### src/rtl/ic_fetch_unit.sv
// Fetch stage: line requests to icache, 2-line buffer, 32b insts to decoder; ack->inst 1 cycle, requests stall while buffer full.
// Define IC_FETCH_ADDR_CHECK_EN to compare the returned line address and flag mismatches on fetch_err_o (sticky).
module ic_fetch_unit #(
  parameter int AW       = 33,
  parameter int DW       = 128,
  parameter int IW       = 32,
  parameter int DEPTH    = 2,
  parameter logic [AW-1:0] RESET_PC = '0
) (
  input  logic          clk,
  input  logic          rst,
  output logic [AW-1:0] cpu_addr_o,
  output logic          cpu_read_valid_o,
  input  logic [DW-1:0] ic_data_i,
  input  logic [AW-1:0] ic_addr_i,
  input  logic          cpu_read_ack_i,
  input  logic          redirect_valid_i,
  input  logic [AW-1:0] redirect_pc_i,
  output logic [IW-1:0] inst_o,
  output logic [AW-1:0] inst_pc_o,
  output logic          inst_valid_o,
  input  logic          inst_ready_i,
  output logic          fetch_err_o
);

  localparam int LB = $clog2(DW/8);
  localparam int SW = $clog2(DW/IW);
  localparam int BB = $clog2(IW/8);
  localparam int LW = AW - LB;
  localparam int PW = $clog2(DEPTH);
  localparam logic [PW:0] CNT_MAX = (PW+1)'(DEPTH);
  localparam logic [PW:0] CNT_ONE = (PW+1)'(1);

  localparam logic [1:0] S_IDLE = 2'd0;
  localparam logic [1:0] S_REQ  = 2'd1;
  localparam logic [1:0] S_WAIT = 2'd2;
  localparam logic [1:0] S_FULL = 2'd3;

  logic [1:0]    r_state;
  logic [1:0]    w_state_nxt;
  logic [LW-1:0] r_fetch_line;
  logic [SW-1:0] r_start_word;
  logic [SW-1:0] r_rd_word;
  logic          r_drop;
  logic [PW-1:0] r_wp;
  logic [PW-1:0] r_rp;
  logic [PW:0]   r_cnt;

  logic [DW-1:0] r_line  [DEPTH];
  logic [LW-1:0] r_laddr [DEPTH];
  logic [SW-1:0] r_sw    [DEPTH];

  logic          w_req;
  logic          w_vld;
  logic          w_ack_wait;
  logic          w_addr_ok;
  logic          w_push;
  logic          w_fire;
  logic          w_pop;
  logic          w_outstanding;
  logic [PW:0]   w_cnt_nxt;
  logic [PW-1:0] w_rp_nxt;

  assign w_req         = (r_state == S_REQ) && (r_cnt < CNT_MAX);
  assign w_vld         = (r_cnt != '0);
  assign w_ack_wait    = cpu_read_ack_i && (r_state == S_WAIT) && !r_drop && !redirect_valid_i;
  assign w_push        = w_ack_wait && w_addr_ok;
  assign w_fire        = w_vld && inst_ready_i && !redirect_valid_i;
  assign w_pop         = w_fire && (r_rd_word == '1);
  assign w_outstanding = (r_state == S_WAIT) || w_req;
  assign w_cnt_nxt     = r_cnt + (PW+1)'(w_push) - (PW+1)'(w_pop);
  assign w_rp_nxt      = r_rp + PW'(1);

`ifdef IC_FETCH_ADDR_CHECK_EN
  logic r_fetch_err;
  logic w_unused_bits;

  assign w_addr_ok     = (ic_addr_i[AW-1:LB] == r_fetch_line);
  assign fetch_err_o   = r_fetch_err;
  assign w_unused_bits = ^{ic_addr_i[LB-1:0], redirect_pc_i[BB-1:0]};

  always_ff @(posedge clk or posedge rst) begin
    if (rst) begin
      r_fetch_err <= 1'b0;
    end else if (w_ack_wait && !w_addr_ok) begin
      r_fetch_err <= 1'b1;
    end
  end
`else
  logic w_unused_bits;

  assign w_addr_ok     = 1'b1;
  assign fetch_err_o   = 1'b0;
  assign w_unused_bits = ^{ic_addr_i, redirect_pc_i[BB-1:0]};
`endif

  always_comb begin
    w_state_nxt = r_state;
    if (redirect_valid_i) begin
      w_state_nxt = S_REQ;
    end else begin
      case (r_state)
        S_IDLE: w_state_nxt = S_REQ;
        S_REQ:  w_state_nxt = w_req ? S_WAIT : S_FULL;
        S_WAIT: begin
          // A mismatched line is re-requested; otherwise keep requesting while space remains.
          if (w_ack_wait) begin
            if (!w_addr_ok || (w_cnt_nxt < CNT_MAX)) w_state_nxt = S_REQ;
            else                                     w_state_nxt = S_FULL;
          end
        end
        S_FULL: if (w_pop) w_state_nxt = S_REQ;
        default: w_state_nxt = S_IDLE;
      endcase
    end
  end

  always_ff @(posedge clk or posedge rst) begin
    if (rst) begin
      r_state      <= S_IDLE;
      r_fetch_line <= RESET_PC[AW-1:LB];
      r_start_word <= RESET_PC[LB-1:BB];
      r_rd_word    <= '0;
      r_drop       <= 1'b0;
      r_wp         <= '0;
      r_rp         <= '0;
      r_cnt        <= '0;
    end else begin
      r_state <= w_state_nxt;
      if (redirect_valid_i) begin
        r_fetch_line <= redirect_pc_i[AW-1:LB];
        r_start_word <= redirect_pc_i[LB-1:BB];
        r_rd_word    <= '0;
        r_drop       <= w_outstanding && !cpu_read_ack_i;
        r_wp         <= '0;
        r_rp         <= '0;
        r_cnt        <= '0;
      end else begin
        if (cpu_read_ack_i && r_drop) r_drop <= 1'b0;
        if (w_push) begin
          r_fetch_line <= r_fetch_line + LW'(1);
          r_start_word <= '0;
          r_wp         <= r_wp + PW'(1);
        end
        if (w_pop) r_rp <= w_rp_nxt;
        r_cnt <= w_cnt_nxt;
        // With one entry left, the next head (if any) is the line being pushed now.
        if (w_pop)                           r_rd_word <= (r_cnt > CNT_ONE) ? r_sw[w_rp_nxt] : r_start_word;
        else if (w_fire)                     r_rd_word <= r_rd_word + SW'(1);
        else if (w_push && (r_cnt == '0))    r_rd_word <= r_start_word;
      end
    end
  end

  always_ff @(posedge clk) begin
    if (w_push) begin
      r_line[r_wp]  <= ic_data_i;
      r_laddr[r_wp] <= r_fetch_line;
      r_sw[r_wp]    <= r_start_word;
    end
  end

  assign cpu_read_valid_o = w_req;
  assign cpu_addr_o       = w_req ? {r_fetch_line, {LB{1'b0}}} : '0;
  assign inst_valid_o     = w_vld;
  assign inst_o           = w_vld ? r_line[r_rp][IW*r_rd_word +: IW] : '0;
  assign inst_pc_o        = w_vld ? {r_laddr[r_rp], r_rd_word, {BB{1'b0}}} : '0;

endmodule
### config.mk
export PLATFORM = sky130hd
export DESIGN_NAME = ic_fetch_unit
export DESIGN_NICKNAME = d
export VERILOG_FILES = /design/src/rtl/ic_fetch_unit.sv
export SDC_FILE = /design/constraint.sdc
export NUM_CORES = 1
export LEC_CHECK = 0
export CELL_PAD_IN_SITES_DETAIL_PLACEMENT = 0
export CELL_PAD_IN_SITES_GLOBAL_PLACEMENT = 1
export CORE_UTILIZATION = 46
export DETAILED_ROUTE_END_ITERATION = 8
export PLACE_DENSITY = 0.94
export RECOVER_POWER = 100
export SLEW_MARGIN = 30
export SYNTH_ARGS = -nofsm -noshare
export SYNTH_HDL_FRONTEND = slang
export SYNTH_SLANG_ARGS = --single-unit
export TNS_END_PERCENT = 100
### constraint.sdc
create_clock -name clk -period 30.3 [get_ports clk]
set_clock_uncertainty 0.2 [all_clocks]
set_input_delay 3.03 -clock clk [delete_from_list [all_inputs] [get_ports clk]]
set_output_delay 3.03 -clock clk [all_outputs]
set_load 0.01 [all_outputs]
* Word level (Yosys, flattened, before mapping) *
Memory sizes are Yosys's and may differ from the RTL's.
Index checks and enable logic that the tools add are counted.

cells by class
  add/sub/neg operators = 6
  $mul = 0
  divide/modulo/power cells = 0
  magnitude comparators = 3
  equality and inequality tests = 6
  shifts and indexed selects = 1
  multiplexer cells = 27
  bitwise operators = 0
  reductions and logical operators = 22

operator list
  operator                 number
  $shiftx A128 B8 Y32      1
  $mux W33                 2
  $mux W29                 2
  $mux W32                 1
  $add A29 B1 Y29 const B  1
  $mux W2                  12
  $logic_and A1 B1 Y1      10
  $mux W1                  9
  $pmux W2 S4              1
  $reduce_bool A2 Y1       4
  $eq A2 B2 Y1 const B     3
  $ne A3 B3 Y1 const B     2
  $logic_not A2 Y1         2
  $lt A2 B2 Y1 const B     2
  $reduce_bool A4 Y1       1
  $logic_not A1 Y1         3
  $add A1 B1 Y1 const B    2
  $add A2 B1 Y2            1
  $add A2 B1 Y2 const B    1
  $eq A2 B1 Y1 const B     1
  $gt A2 B1 Y1 const B     1
  $reduce_and A2 Y1        1
  $sub A2 B1 Y2            1
  $logic_or A1 B1 Y1       1

storage, ports and cells
  bits in registers = 40
  bits in latches = 0
  memory bits (writable) = 318
  bits in read-only memories = 0
  input bits = 199
  output and inout bits = 101
  logic and storage cells = 76
  memories = 3

memory list
  memory   depth  width  read ports  clocked after memory_dff  wr ports  RTL line  text
  r_line   2      128    1           0                         1         49        logic [DW-1:0] r_line [DEPTH];
  r_laddr  2      29     1           0                         1         50        logic [LW-1:0] r_laddr [DEPTH];
  r_sw     2      2      1           0                         1         51        logic [SW-1:0] r_sw [DEPTH];

* Depth between registers and ports, before layout *
Gate-level depths: netlist (run 1).

  word-level depth = 11
  gate-level depth with buffers = 11
  gate-level depth less buffers = 10

* Worst setup path after synthesis (run 1) *
No wires, ideal clock.

  path type = input -> register
  start = input redirect_valid_i
  end = memory r_laddr[0][0] (netlist bit) (enable)
  library setup time = 0.873 ns
  arrival time = 14.199 ns
  required time = 29.227 ns
  slack = 15.028 ns
  cell stages on the path = 3
  path buffers = 2
  path through = clkbuf_1 > clkbuf_1 > nor3_1

between the ends
  word-level cells in the longest chain between the ends = 4

RTL lines
  what                           RTL line  text
  from (decl)                    17        input logic redirect_valid_i,
  $logic_not A1 Y1               66        assign w_ack_wait = cpu_read_ack_i && (r_state == S_WAIT) && !r_drop && !redirect_valid_i;
  $logic_and A1 B1 Y1            66
  $mux W1                        156       if (w_push) begin
  $mux W1 (not written as such)  158       r_laddr[r_wp] <= r_fetch_line;
  to (decl)                      50

Every way passes these cells.

* Worst setup path after layout (run 1) *
  start = input redirect_valid_i
  end = memory r_line[1][10] (enable)

between the ends
  word-level cells in the longest chain between the ends = 4

RTL lines
  what                           RTL line  text
  $logic_not A1 Y1               66
  $logic_and A1 B1 Y1            66
  $mux W1                        156
  $mux W1 (not written as such)  157       r_line[r_wp] <= ic_data_i;
  to (decl)                      49

Every way passes these cells.

==> results of run 1 <==
per-stage QoR:
stage / hold slack [ns] / instances / total power [uW] / setup WS [ns]
after global routing: 0.365 / 1544 / 1160 / 19.93
final: 0.350 / 1549 / 1120 / 20.65
after global placement: 0.316 / 1468 / 695 / 23.62
after floorplan: 0.240 / 860 / 630 / 15.03
after detailed placement: 0.327 / 1469 / 698 / 23.62
after CTS: 0.341 / 1537 / 1140 / 23.06
state kept, by name, indices dropped and copies added, names as in the netlist:
name and cells:
r_rd_word 2, r_sw 4, r_cnt 2, r_laddr 58, r_fetch_line 29, r_state 2
r_rp 1, r_drop 1, r_start_word 2, r_wp 1, r_line 256
routing by layer:
| layer | GRT usage (%) | routed length [um] | vias up |
|---|---|---|---|
| met1 | 25.8 | 13200 | 4154 |
| li1 | - | - | 3873 |
| met3 | 5.03 | 2370 | 51 |
| met2 | 32.4 | 15500 | 310 |
| met4 | 4.92 | 540 | 10 |
| met5 | 0 | 65 | - |
worst max-delay path by stage:
| stage | start | endpoint | slack, ns |
|---|---|---|---|
| 2_1_floorplan | redirect_valid_i | r_laddr[0][0] | 15.03 |
| 3_3_place_gp | r_rp | inst_o[26] | 23.62 |
| 3_5_place_dp | r_rp | inst_o[28] | 23.62 |
| 4_1_cts | r_rp | inst_o[28] | 23.06 |
| 5_1_grt | redirect_valid_i | r_line[1][62] | 19.93 |
| 6_report | redirect_valid_i | r_line[1][10] | 20.65 |
worst register-to-register path: stages (launching register included):
cell and delay (ns):
dfrtp_1 0.42, inv_1 0.07, ha_1 0.26, and3b_1 0.54, and3_1 0.85, clkbuf_1 0.94, clkbuf_1 2.14
where the power goes:
| part | switching [uW] | leakage [uW] | internal, uW |
|---|---|---|---|
| sequential | 11.8 | 0.00334 | 551 |
| combinational | 56.1 | 0.00228 | 64.1 |
| clock | 180 | 0.000582 | 260 |
cell families (layout without fill, tap and decap cells):
kind of cell             count (synthesis)  after routing  share of synthesized area, %
flip-flops                             358            358                          72.2
XOR/XNOR                                15             15                         0.900
AO/OA/AOI/OAI                           58             58                          2.58
other                                    1             17                        0.0257
AND/OR/NAND/NOR                        220            220                          7.49
multiplexers                           128            128                          14.3
buffers and inverters                   68            351                          1.99
adder cells (fa/ha/maj)                  6              6                         0.514
placed cells by master, fill, tap and decap left out, drive strengths merged, types with 6 or more instances in the layout:
cell,n
nor2,86
inv,14
clkinv,11
edfxtp,318
xnor2,11
conb,7
ha,6
or3,6
nor3,9
mux4,64
dfrtp,40
dlygate4sd3,190
o21ai,19
and2,33
nand4,9
nor4,8
diode,10
nand2,31
a31oi,13
or4,15
o31ai,9
mux2i,64
clkbuf,64
clkdlybuf4s50,67
nand3,13
cell type report:
class	count	area [um^2]
Multi-Input combinational cell	434	3780
Clock inverter	16	146
Timing Repair Buffer	271	2630
Inverter	12	45.0
Fill cell	2253	12200
Tap cell	396	495
Sequential cell	358	10600
Antenna cell	10	25.0
Clock buffer	52	1040
==> impl_table.tex, run 1 <==
\begin{tabular}{lr}
\hline
Metric & Value \\
\hline
\multicolumn{2}{l}{\textbf{Status}} \\
\quad Run status & finished with violations \\
\quad Violations in the final reports & capacitance limit, slew limit \\
\multicolumn{2}{l}{\textbf{Global routing}} \\
\quad GR Overflow Total & 0 \\
\quad Global routing usage summed across all routing layers & 19.5\% \\
\quad Number of global-route vias before repair & 8689 \\
\quad Antenna violations before repair & 13 \\
\quad Pin count of the biggest net entering global routing & 84 \\
\quad First-pass GRT wire length & 49.1 mm \\
\multicolumn{2}{l}{\textbf{Min path}} \\
\quad End point of the worst hold path & r\_sw[0][1] \\
\quad Number of cells traversed by the worst hold path & 0 \\
\quad Path class of the lowest-slack min-delay path & reg2reg \\
\quad Worst Hold Launch & r\_start\_word[1] \\
\multicolumn{2}{l}{\textbf{Yosys}} \\
\quad Biggest area consumer among synthesized cells & edfxtp\_1 \\
\quad Mapped Cells & 854 \\
\quad Area contributors post-synth & edfxtp\_1 65\%, mux4\_2 9.9\%, dfrtp\_1 6.9\% \\
\quad Ranking of synthesized cells by instance count & 318 x edfxtp\_1, 86 x nor2\_1, 64 x mux2i\_1, 64 x mux4\_2, 40 x dfrtp\_1 \\
\quad Sequential cell area fraction in the yosys report & 72.2\% \\
\quad Portion of synthesized cell area occupied by the leading cell type & 65.4\% \\
\quad Mapped Area & 14600 um\^{}2 \\
\quad Post-synthesis average cell area & 17.1 um\^{}2 \\
\quad \#FFs+latches synth & about 360 \\
\quad Count leader, synth & edfxtp\_1 \\
\quad Synthesis Warnings & 0 \\
\quad Async set-or-reset flop fraction in the synthesized netlist & 11.2\% \\
\quad EDFF count, synth & 318 \\
\quad Count of different cell masters after synthesis & 40 \\
\quad Most common flop cell mapped by yosys & edfxtp\_1 \\
\multicolumn{2}{l}{\textbf{Detailed routing}} \\
\quad Detailed Route Iter0 Violations & 571 \\
\quad 1st-pass router iterations & 4 \\
\quad Vias after detailed routing & 8398 \\
\quad Number of nets with antenna violations after detailed routing & 0 \\
\quad Per-cell routed wire length & slightly above 20 um \\
\quad Routed Wire Length & 31.7 mm \\
\quad Via density per instance & 5.42 \\
\quad Post-route DRC violation count & 0 \\
\multicolumn{2}{l}{\textbf{Floorplan}} \\
\quad Placement row count & 64 \\
\quad Vertical die dimension & 180 um \\
\quad Total Die Area & 32500 um\^{}2 \\
\quad Boundary Pins & 300 \\
\quad Core area & 30900 um\^{}2 \\
\quad Initial core utilization & around 47\% \\
\quad Die boundary width & around 180 um \\
\multicolumn{2}{l}{\textbf{Finish}} \\
\quad Share of post-route cells with drive strength above 1 & 10.8\% \\
\quad Final net count & between 1k and 1.5k \\
\quad Area growth from synthesis to layout & 28.3\% \\
\quad End-of-flow core utilization & slightly above 60\% \\
\quad Post-route design area & 18700 um\^{}2 \\
\multicolumn{2}{l}{\textbf{Worst setup path}} \\
\quad Number of cells on the worst reg-to-reg path & 6 \\
\quad Crit path cell chain & dlygate4sd3\_1, clkbuf\_1, inv\_1, and3\_1, clkbuf\_1, clkbuf\_1 \\
\quad Kind of cell adding the most delay to the critical path & buffers and inverters \\
\quad RR Endpoint & r\_line[1][10] \\
\quad Critical Path Source Type & input port \\
\quad CP max-delay cell & clkbuf\_1 \\
\quad Critical path data required time & 30.16 ns \\
\quad Crit path arrival time & around 9.5 ns \\
\quad Path length in cells of the critical path & 6 \\
\quad Maximum net fanout on the critical path & 52 \\
\quad Critical path buffer and inverter count & 5 \\
\quad Cell type with the highest occurrence count on the critical path & clkbuf\_1 \\
\quad Delay of the slowest critical-path stage & 2.13 ns \\
\quad Reg2Reg Setup Slack & 24.38 ns \\
\quad Beginning of the worst register-to-register path & r\_state[0] \\
\quad WS Path Type & in2reg \\
\quad Critical path endpoint category & register \\
\multicolumn{2}{l}{\textbf{Clocking}} \\
\quad Maximum buffer depth of the clock tree & 3 \\
\quad Hold buffer count at CTS & 0 \\
\quad H-tree Lvls & 2 \\
\quad Number of buffers created by CTS & 38 \\
\quad Clock sink count & between 300 and 400 \\
\quad Clock-pin slew of the registers on the worst-case setup and hold paths & 0.06 ns \\
\quad Clock tree from TritonCTS & built \\
\quad Buffers inserted during post-CTS setup optimization & 0 \\
\quad CTS Root Cell & clkbuf\_16 \\
\quad Resized Gates After CTS & 0 \\
\quad Clock insertion delay at the later pin of the skew report & between 0.5 and 0.6 ns \\
\multicolumn{2}{l}{\textbf{Power and ir drop}} \\
\quad Largest voltage drop on the vdd net & about 0.035 mV \\
\quad Power density cells & $\sim$60 nW/um\^{}2 \\
\quad Pleak & 0.00620 uW \\
\multicolumn{2}{l}{\textbf{Place}} \\
\quad Number of buffers added on ports & 257 \\
\quad Hpwl dp & 20.1 mm \\
\quad RD Place Congestion & 0.780 \\
\quad Placed cell areas & 17600 um\^{}2 \\
\multicolumn{2}{l}{\textbf{STA}} \\
\quad Setup Total Neg Slack & 0 ns \\
\quad Max Clock Freq & 0.104 GHz \\
\quad Post-layout min period & about 9.6 ns \\
\quad Remaining max-slew budget at the tightest pin & -210\% \\
\quad Setup repair after global routing missed its margin & no \\
\quad Share of the clock period used by the worst path after layout & 31.8\% \\
\quad Number of setup violations in the final report & 0 \\
\quad Count of pins over their slew limit & around 530 \\
\quad Tightest Pin Transition & around 4.6 ns \\
\quad Hold Violations, Final & 0 \\
\multicolumn{2}{l}{\textbf{Run}} \\
\quad Maximum capacitance violations & 11 \\
\hline
\end{tabular}
Power figures use the tool's default switching activity.
==> run 2, diff against run 1 <==
- CORE_UTILIZATION: 46 -> 39
- PLACE_DENSITY: 0.94 -> 0.86
- clock period: 30.3 -> 8.25 ns (I/O delays scaled with it)
==> run 2 against run 1 <==
Compared with the run above:
- the run still ends with capacitance limit, slew limit left
- wire length increased by 1.1%
- first-iteration DRC count decreased by 19%
- combinational power increased to 3.7 times the previous value
- sequential power increased to 3.7 times the previous value
- worst setup slack got worse by 18 ns
- power increased to 3.7 times the previous value
- sequential cell count unchanged
- global-route usage decreased by 3.0 points
- sequential share of layout area decreased by 0.56 points
- utilization decreased by 9.0 points
==> impl_table.tex, run 2 (synthesis results as in run 1) <==
\begin{tabular}{lr}
\hline
Metric & Value \\
\hline
\multicolumn{2}{l}{\textbf{Status}} \\
\quad Run status & finished with violations \\
\quad Violations in the final reports & capacitance limit, slew limit \\
\multicolumn{2}{l}{\textbf{STA}} \\
\quad Count of pins over their slew limit & between 200 and 300 \\
\quad Max Clock Freq & $\sim$0.17 GHz \\
\quad Setup Total Neg Slack & 0 ns \\
\quad Post-layout min period & 5.95 ns \\
\quad Remaining max-slew budget at the tightest pin & -104\% \\
\quad Final hold slack & around 0.34 ns \\
\quad Share of the clock period used by the worst path after layout & 72.1\% \\
\quad Setup repair after global routing missed its margin & no \\
\quad Number of setup violations in the final report & 0 \\
\quad Hold Violations, Final & 0 \\
\quad Tightest Pin Transition & $\sim$3.1 ns \\
\multicolumn{2}{l}{\textbf{Finish}} \\
\quad Final net count & 1323 \\
\quad Highest-count cells in the layout ignoring fill and taps & 318 x edfxtp\_1, 193 x dlygate4sd3\_1, 86 x nor2\_1 \\
\quad Flip-flop count of the largest register, all copies and words added & approximately 260 \\
\quad Layout filler cell count & around 3k \\
\quad Registers with the highest flip-flop counts & r\_line x256, r\_laddr x58, r\_fetch\_line x29 \\
\quad Most flop-heavy register & r\_line \\
\quad Share of post-route cells with drive strength above 1 & 10.9\% \\
\quad Area growth from synthesis to layout & 29.5\% \\
\quad End-of-flow core utilization & 51.5\% \\
\quad Post-Layout Cell Count & about 1.6k \\
\quad Commonest non-fill, non-tap cell in the layout & edfxtp\_1 \\
\multicolumn{2}{l}{\textbf{Clocking}} \\
\quad CTS Root Cell & clkbuf\_16 \\
\quad Clock insertion delay at the later pin of the skew report & about 0.51 ns \\
\quad H-tree Lvls & 2 \\
\quad Buffers inserted during post-CTS setup optimization & 0 \\
\quad Clock tree from TritonCTS & built \\
\quad Maximum buffer depth of the clock tree & 3 \\
\quad Clock-pin slew of the registers on the worst-case setup and hold paths & 0.06 ns \\
\quad Number of buffers created by CTS & 38 \\
\quad Clock sink count & around 360 \\
\quad Hold buffer count at CTS & 0 \\
\quad Resized Gates After CTS & 0 \\
\multicolumn{2}{l}{\textbf{Power and ir drop}} \\
\quad Power density cells & 219 nW/um\^{}2 \\
\quad Portion of total power attributed to combinational logic & between 10\% and 20\% \\
\quad Largest voltage drop on the vdd net & 0.111 mV \\
\quad Sw frac & 21.8\% \\
\quad Internal power contribution & $\sim$3200 uW \\
\quad Sw Pwr & 903 uW \\
\quad Part of the power in the clock network & 39.5\% \\
\quad Relative contribution of sequential cells to total power & about half \\
\quad Pleak & roughly 0.0063 uW \\
\multicolumn{2}{l}{\textbf{Floorplan}} \\
\quad Total Die Area & $\sim$38000 um\^{}2 \\
\quad Die boundary width & 196 um \\
\quad Vertical die dimension & between 150 and 200 um \\
\quad Core area & 36700 um\^{}2 \\
\quad Initial core utilization & 39.8\% \\
\quad Placement row count & 70 \\
\quad Boundary Pins & 300 \\
\multicolumn{2}{l}{\textbf{Detailed routing}} \\
\quad Per-cell routed wire length & 19.8 um \\
\quad 1st-pass router iterations & 5 \\
\quad Detailed Route Iter0 Violations & 462 \\
\quad Vias after detailed routing & 8401 \\
\quad Post-route DRC violation count & 0 \\
\quad Routed Wire Length & 32.1 mm \\
\quad Via density per instance & 5.19 \\
\quad Number of nets with antenna violations after detailed routing & 0 \\
\multicolumn{2}{l}{\textbf{Global routing}} \\
\quad Most Crowded Layer GR & met2 \\
\quad Global-route track usage on met3 & 3.77\% \\
\quad Antenna violations before repair & 6 \\
\quad Pin count of the biggest net entering global routing & 76 \\
\quad Number of global-route vias before repair & about 8.6k \\
\quad GR Overflow Total & 0 \\
\quad Met1 GRT Util & between 20 and 25\% \\
\quad Global-route track usage on met2 & 27.9\% \\
\quad Global routing usage summed across all routing layers & between 15 and 20\% \\
\quad First-pass GRT wire length & approximately 49 mm \\
\multicolumn{2}{l}{\textbf{Worst setup path}} \\
\quad Critical path data required time & around 7.2 ns \\
\quad Maximum net fanout on the critical path & 32 \\
\quad WS Path Type & reg2out \\
\quad Critical Path Source Type & register \\
\quad Critical path endpoint category & output port \\
\quad Crit path arrival time & a little under 5 ns \\
\multicolumn{2}{l}{\textbf{Min path}} \\
\quad Path class of the lowest-slack min-delay path & reg2reg \\
\multicolumn{2}{l}{\textbf{Place}} \\
\quad DP Cell Count & between 1.5k and 2k \\
\quad Hpwl dp & approximately 20 mm \\
\quad Number of buffers added on ports & roughly 260 \\
\quad RD Place Congestion & 0.725 \\
\multicolumn{2}{l}{\textbf{Run}} \\
\quad Maximum capacitance violations & 6 \\
\hline
\end{tabular}
-- run 2: changes by cell type in the layout (fill, tap and decap cells not counted), moves of 3 or more --
cell | previous run | this run
buf_16 | 0 | 3
buf_6 | 0 | 3
clkbuf_1 | 23 | 18
clkdlybuf4s50_1 | 67 | 64
clkinv_1 | 4 | 8
diode_2 | 10 | 6
dlygate4sd3_1 | 190 | 193
-- run 2: path summary, 6_finish.rpt --
| check | slack [ns] | depth (start not counted) | endpoint | start |
|---|---|---|---|---|
| max | 2.30 | 5 | inst_pc_o[2] | r_cnt[1] |
| min | 0.34 | 0 | r_sw[1][0] | r_start_word[0] |
| max reg2reg | 3.08 | 5 | r_line[1][26] | r_state[0] |
| min reg2reg | 0.34 | 0 | r_sw[1][0] | r_start_word[0] |
| max in group asynchronous | 4.71 | 3 | r_rd_word[0] | rst |
| min in group asynchronous | 1.43 | 3 | r_fetch_line[0] | rst |
-- run 2: per-stage QoR --
stage	total power, uW	instance area [um^2]	worst slack (ns)
4_1_cts	4220	18900	3.37
5_1_grt	4300	18900	1.88
6_report	4150	18900	2.30
2_1_floorplan	2310	14600	0.0791
3_5_place_dp	2570	17700	3.94
3_3_place_gp	2560	17700	3.95
-- run 2: per-layer routing --
metal / up-vias / part of all wire, %
met5: - / 0.36
met4: 12 / 2.0
met3: 56 / 6.5
met2: 272 / 49
met1: 4191 / 42
li1: 3870 / -
-- run 2: critical path: stages (launching register included) --
cell             delay [ns]
dfrtp_1                0.48
nor2_1                 1.13
clkbuf_1               1.47
inv_1                  0.50
and2_0                 0.33
clkdlybuf4s50_1        0.49
-- run 2: final cells by class --
class / count / area (um^2) / area share (%)
Antenna cell: 6 / 15.0 / 0.0794
Clock buffer: 50 / 1050 / 5.54
Tap cell: 468 / 586 / 3.10
Multi-Input combinational cell: 434 / 3780 / 20.0
Clock inverter: 17 / 154 / 0.814
Inverter: 12 / 45.0 / 0.238
Timing Repair Buffer: 274 / 2730 / 14.5
Sequential cell: 358 / 10600 / 55.8
-- run 2: power groups by stage --
stage | combinational [uW] | sequential [uW] | clock [uW]
finish | 445 | 2060 | 1640
CTS | 472 | 2060 | 1680
global route | 479 | 2070 | 1750
floorplan | 221 | 2090 | 0
detailed placement | 467 | 2100 | 0
global placement | 460 | 2100 | 0
==> run 3, diff against run 2 <==
- clock period: 8.25 -> 4.88 ns (I/O delays scaled with it)
==> run 3 against run 2 <==
Compared with the run above:
- the run still ends with capacitance limit, slew limit left
- die area did not move
- power rose by 67%
- critical path depth is 1 lower
- cell count increased by 0.56%
- cell area is 0.32% lower
- sequential share of layout area increased by 0.20 points
- via count barely moved
- sequential power rose by 70%
- sequential cell count did not move
- combinational power is 63% higher
- critical path type unchanged
- largest power group unchanged
==> impl_table.tex, run 3 (synthesis results as in run 1) <==
\begin{tabular}{lr}
\hline
Metric & Value \\
\hline
\multicolumn{2}{l}{\textbf{Finish}} \\
\quad Commonest non-fill, non-tap cell in the layout & edfxtp\_1 \\
\quad Highest-count cells in the layout ignoring fill and taps & 318 x edfxtp\_1, 180 x dlygate4sd3\_1, 85 x nor2\_1 \\
\quad Flip-flop count of the largest register, all copies and words added & 256 \\
\quad Area used by multi-input combinational logic & 3790 um\^{}2 \\
\quad Registers with the highest flip-flop counts & r\_line x256, r\_laddr x58, r\_fetch\_line x29 \\
\quad Register Area & between 10000 and 15000 um\^{}2 \\
\quad Layout filler cell count & 3020 \\
\quad Area growth from synthesis to layout & 29.1\% \\
\quad Post-Layout Cell Count & 1628 \\
\quad Share of post-route cells with drive strength above 1 & 11.5\% \\
\quad Most flop-heavy register & r\_line \\
\quad Final net count & $\sim$1.3k \\
\quad End-of-flow core utilization & 51.4\% \\
\multicolumn{2}{l}{\textbf{Floorplan}} \\
\quad Core area & 36700 um\^{}2 \\
\quad Boundary Pins & 300 \\
\quad Total Die Area & about 38000 um\^{}2 \\
\quad Placement row count & 70 \\
\quad Vertical die dimension & approximately 200 um \\
\quad Die boundary width & 196 um \\
\quad Initial core utilization & between 30\% and 40\% \\
\multicolumn{2}{l}{\textbf{Worst setup path}} \\
\quad Critical Path Source Type & register \\
\quad WS Path Type & reg2out \\
\quad Critical path startpoint & r\_cnt[1] \\
\quad Kind of cell adding the most delay to the critical path & buffers and inverters \\
\quad Critical path data required time & about 4.2 ns \\
\quad Crit path arrival time & 3.45 ns \\
\quad Maximum net fanout on the critical path & 45 \\
\quad CP max-delay cell & clkbuf\_2 \\
\quad Crit path cell chain & nor2\_4, clkbuf\_2, nor2\_1, dlygate4sd3\_1 \\
\quad Delay of the slowest critical-path stage & 1.07 ns \\
\quad Critical path endpoint category & output port \\
\quad Critical path buffer and inverter count & 2 \\
\quad Beginning of the worst register-to-register path & r\_state[0] \\
\multicolumn{2}{l}{\textbf{STA}} \\
\quad Remaining max-slew budget at the tightest pin & -61.5\% \\
\quad Max Clock Freq & 0.242 GHz \\
\quad Post-layout min period & 4.14 ns \\
\quad Share of the clock period used by the worst path after layout & 84.8\% \\
\quad Hold Violations, Final & 0 \\
\quad Number of setup violations in the final report & 0 \\
\quad Count of pins over their slew limit & 73 \\
\quad Tightest Pin Transition & 2.42 ns \\
\quad Setup Total Neg Slack & 0 ns \\
\quad Setup repair after global routing missed its margin & no \\
\multicolumn{2}{l}{\textbf{Status}} \\
\quad Violations in the final reports & capacitance limit, slew limit \\
\quad Run status & finished with violations \\
\multicolumn{2}{l}{\textbf{Clocking}} \\
\quad Clock insertion delay at the later pin of the skew report & roughly 0.52 ns \\
\quad Number of buffers created by CTS & 38 \\
\quad CTS Root Cell & clkbuf\_16 \\
\quad Buffers inserted during post-CTS setup optimization & 0 \\
\quad Clock-pin slew of the registers on the worst-case setup and hold paths & $\sim$0.060 ns \\
\quad Clock sink count & 358 \\
\quad H-tree Lvls & 2 \\
\quad Hold buffer count at CTS & 0 \\
\quad Clock tree from TritonCTS & built \\
\quad Resized Gates After CTS & 0 \\
\quad Maximum buffer depth of the clock tree & 3 \\
\multicolumn{2}{l}{\textbf{Detailed routing}} \\
\quad Number of nets with antenna violations after detailed routing & 0 \\
\quad Vias after detailed routing & 8397 \\
\quad 1st-pass router iterations & 5 \\
\quad Post-route DRC violation count & 0 \\
\quad Routed Wire Length & about 32 mm \\
\quad Per-cell routed wire length & between 15 and 20 um \\
\quad Via density per instance & 5.16 \\
\quad Detailed Route Iter0 Violations & 516 \\
\multicolumn{2}{l}{\textbf{Global routing}} \\
\quad Global routing usage summed across all routing layers & 16.8\% \\
\quad GR Overflow Total & 0 \\
\quad Pin count of the biggest net entering global routing & 77 \\
\quad First-pass GRT wire length & 49.1 mm \\
\quad Antenna violations before repair & 13 \\
\quad Number of global-route vias before repair & $\sim$8.5k \\
\multicolumn{2}{l}{\textbf{Place}} \\
\quad DP Cell Count & 1551 \\
\quad Hpwl dp & roughly 21 mm \\
\quad Number of buffers added on ports & 257 \\
\quad RD Place Congestion & 0.777 \\
\multicolumn{2}{l}{\textbf{Power and ir drop}} \\
\quad Largest voltage drop on the vdd net & 0.177 mV \\
\quad Power consumption & between 6000 and 7000 uW \\
\quad Power density cells & 367 nW/um\^{}2 \\
\quad Pleak & approximately 0.0062 uW \\
\multicolumn{2}{l}{\textbf{Run}} \\
\quad Maximum capacitance violations & 2 \\
\multicolumn{2}{l}{\textbf{Min path}} \\
\quad Worst Hold Launch & redirect\_pc\_i[14] \\
\quad Path class of the lowest-slack min-delay path & in2reg \\
\hline
\end{tabular}
## run 3: path summary, 6_finish.rpt
path	to	slack, ns	cells past startpoint
min in group asynchronous	r_fetch_line[0]	1.12	3
worst max-delay path	inst_pc_o[12]	0.74	4
max in group asynchronous	r_rp	1.64	3
worst min-delay path	r_fetch_line[10]	0.33	3
worst max register to register	r_line[1][44]	0.87	5
worst min register to register	r_sw[0][0]	0.35	0
## run 3: metrics by stage
step           instance area [um^2]  hold slack, ns  setup slack (ns)
2_1_floorplan                 14700           0.240            -0.449
3_3_place_gp                  17800           0.330              1.53
3_5_place_dp                  17800           0.338              1.55
4_1_cts                       19000           0.230              1.12
5_1_grt                       18800           0.336             0.509
6_report                      18900           0.327             0.741
## run 3: per-layer routing
metal  vias up  part of all wire, %  GRT usage [%]
met3        45                  7.2           4.39
met2       304                   48           27.4
met5         -                 0.29              0
met4        12                  1.4           3.88
li1       3873                    -              -
met1      4163                   43           22.5
## run 3: power breakdown
group	internal (uW)	switching (uW)
registers	3420	94.1
clock network	1560	1120
logic	400	324
total	5380	1540
## run 3: layout make-up
cell class / instances / share of cell area [%]
Sequential cell: 358 / 56.0
Multi-Input combinational cell: 434 / 20.1
Timing Repair Buffer: 279 / 14.3
Clock buffer: 51 / 5.52
Tap cell: 468 / 3.11
Clock inverter: 18 / 0.657
Inverter: 12 / 0.239
Antenna cell: 8 / 0.106
## run 3: worst reg2reg max path, delay by kind of cell (launching register included)
family	cells	cell delay, ns
adders and majority gates	1	0.24
buffers and inverters	2	1.13
DFF	1	0.42
and+or+nand+nor	2	1.56
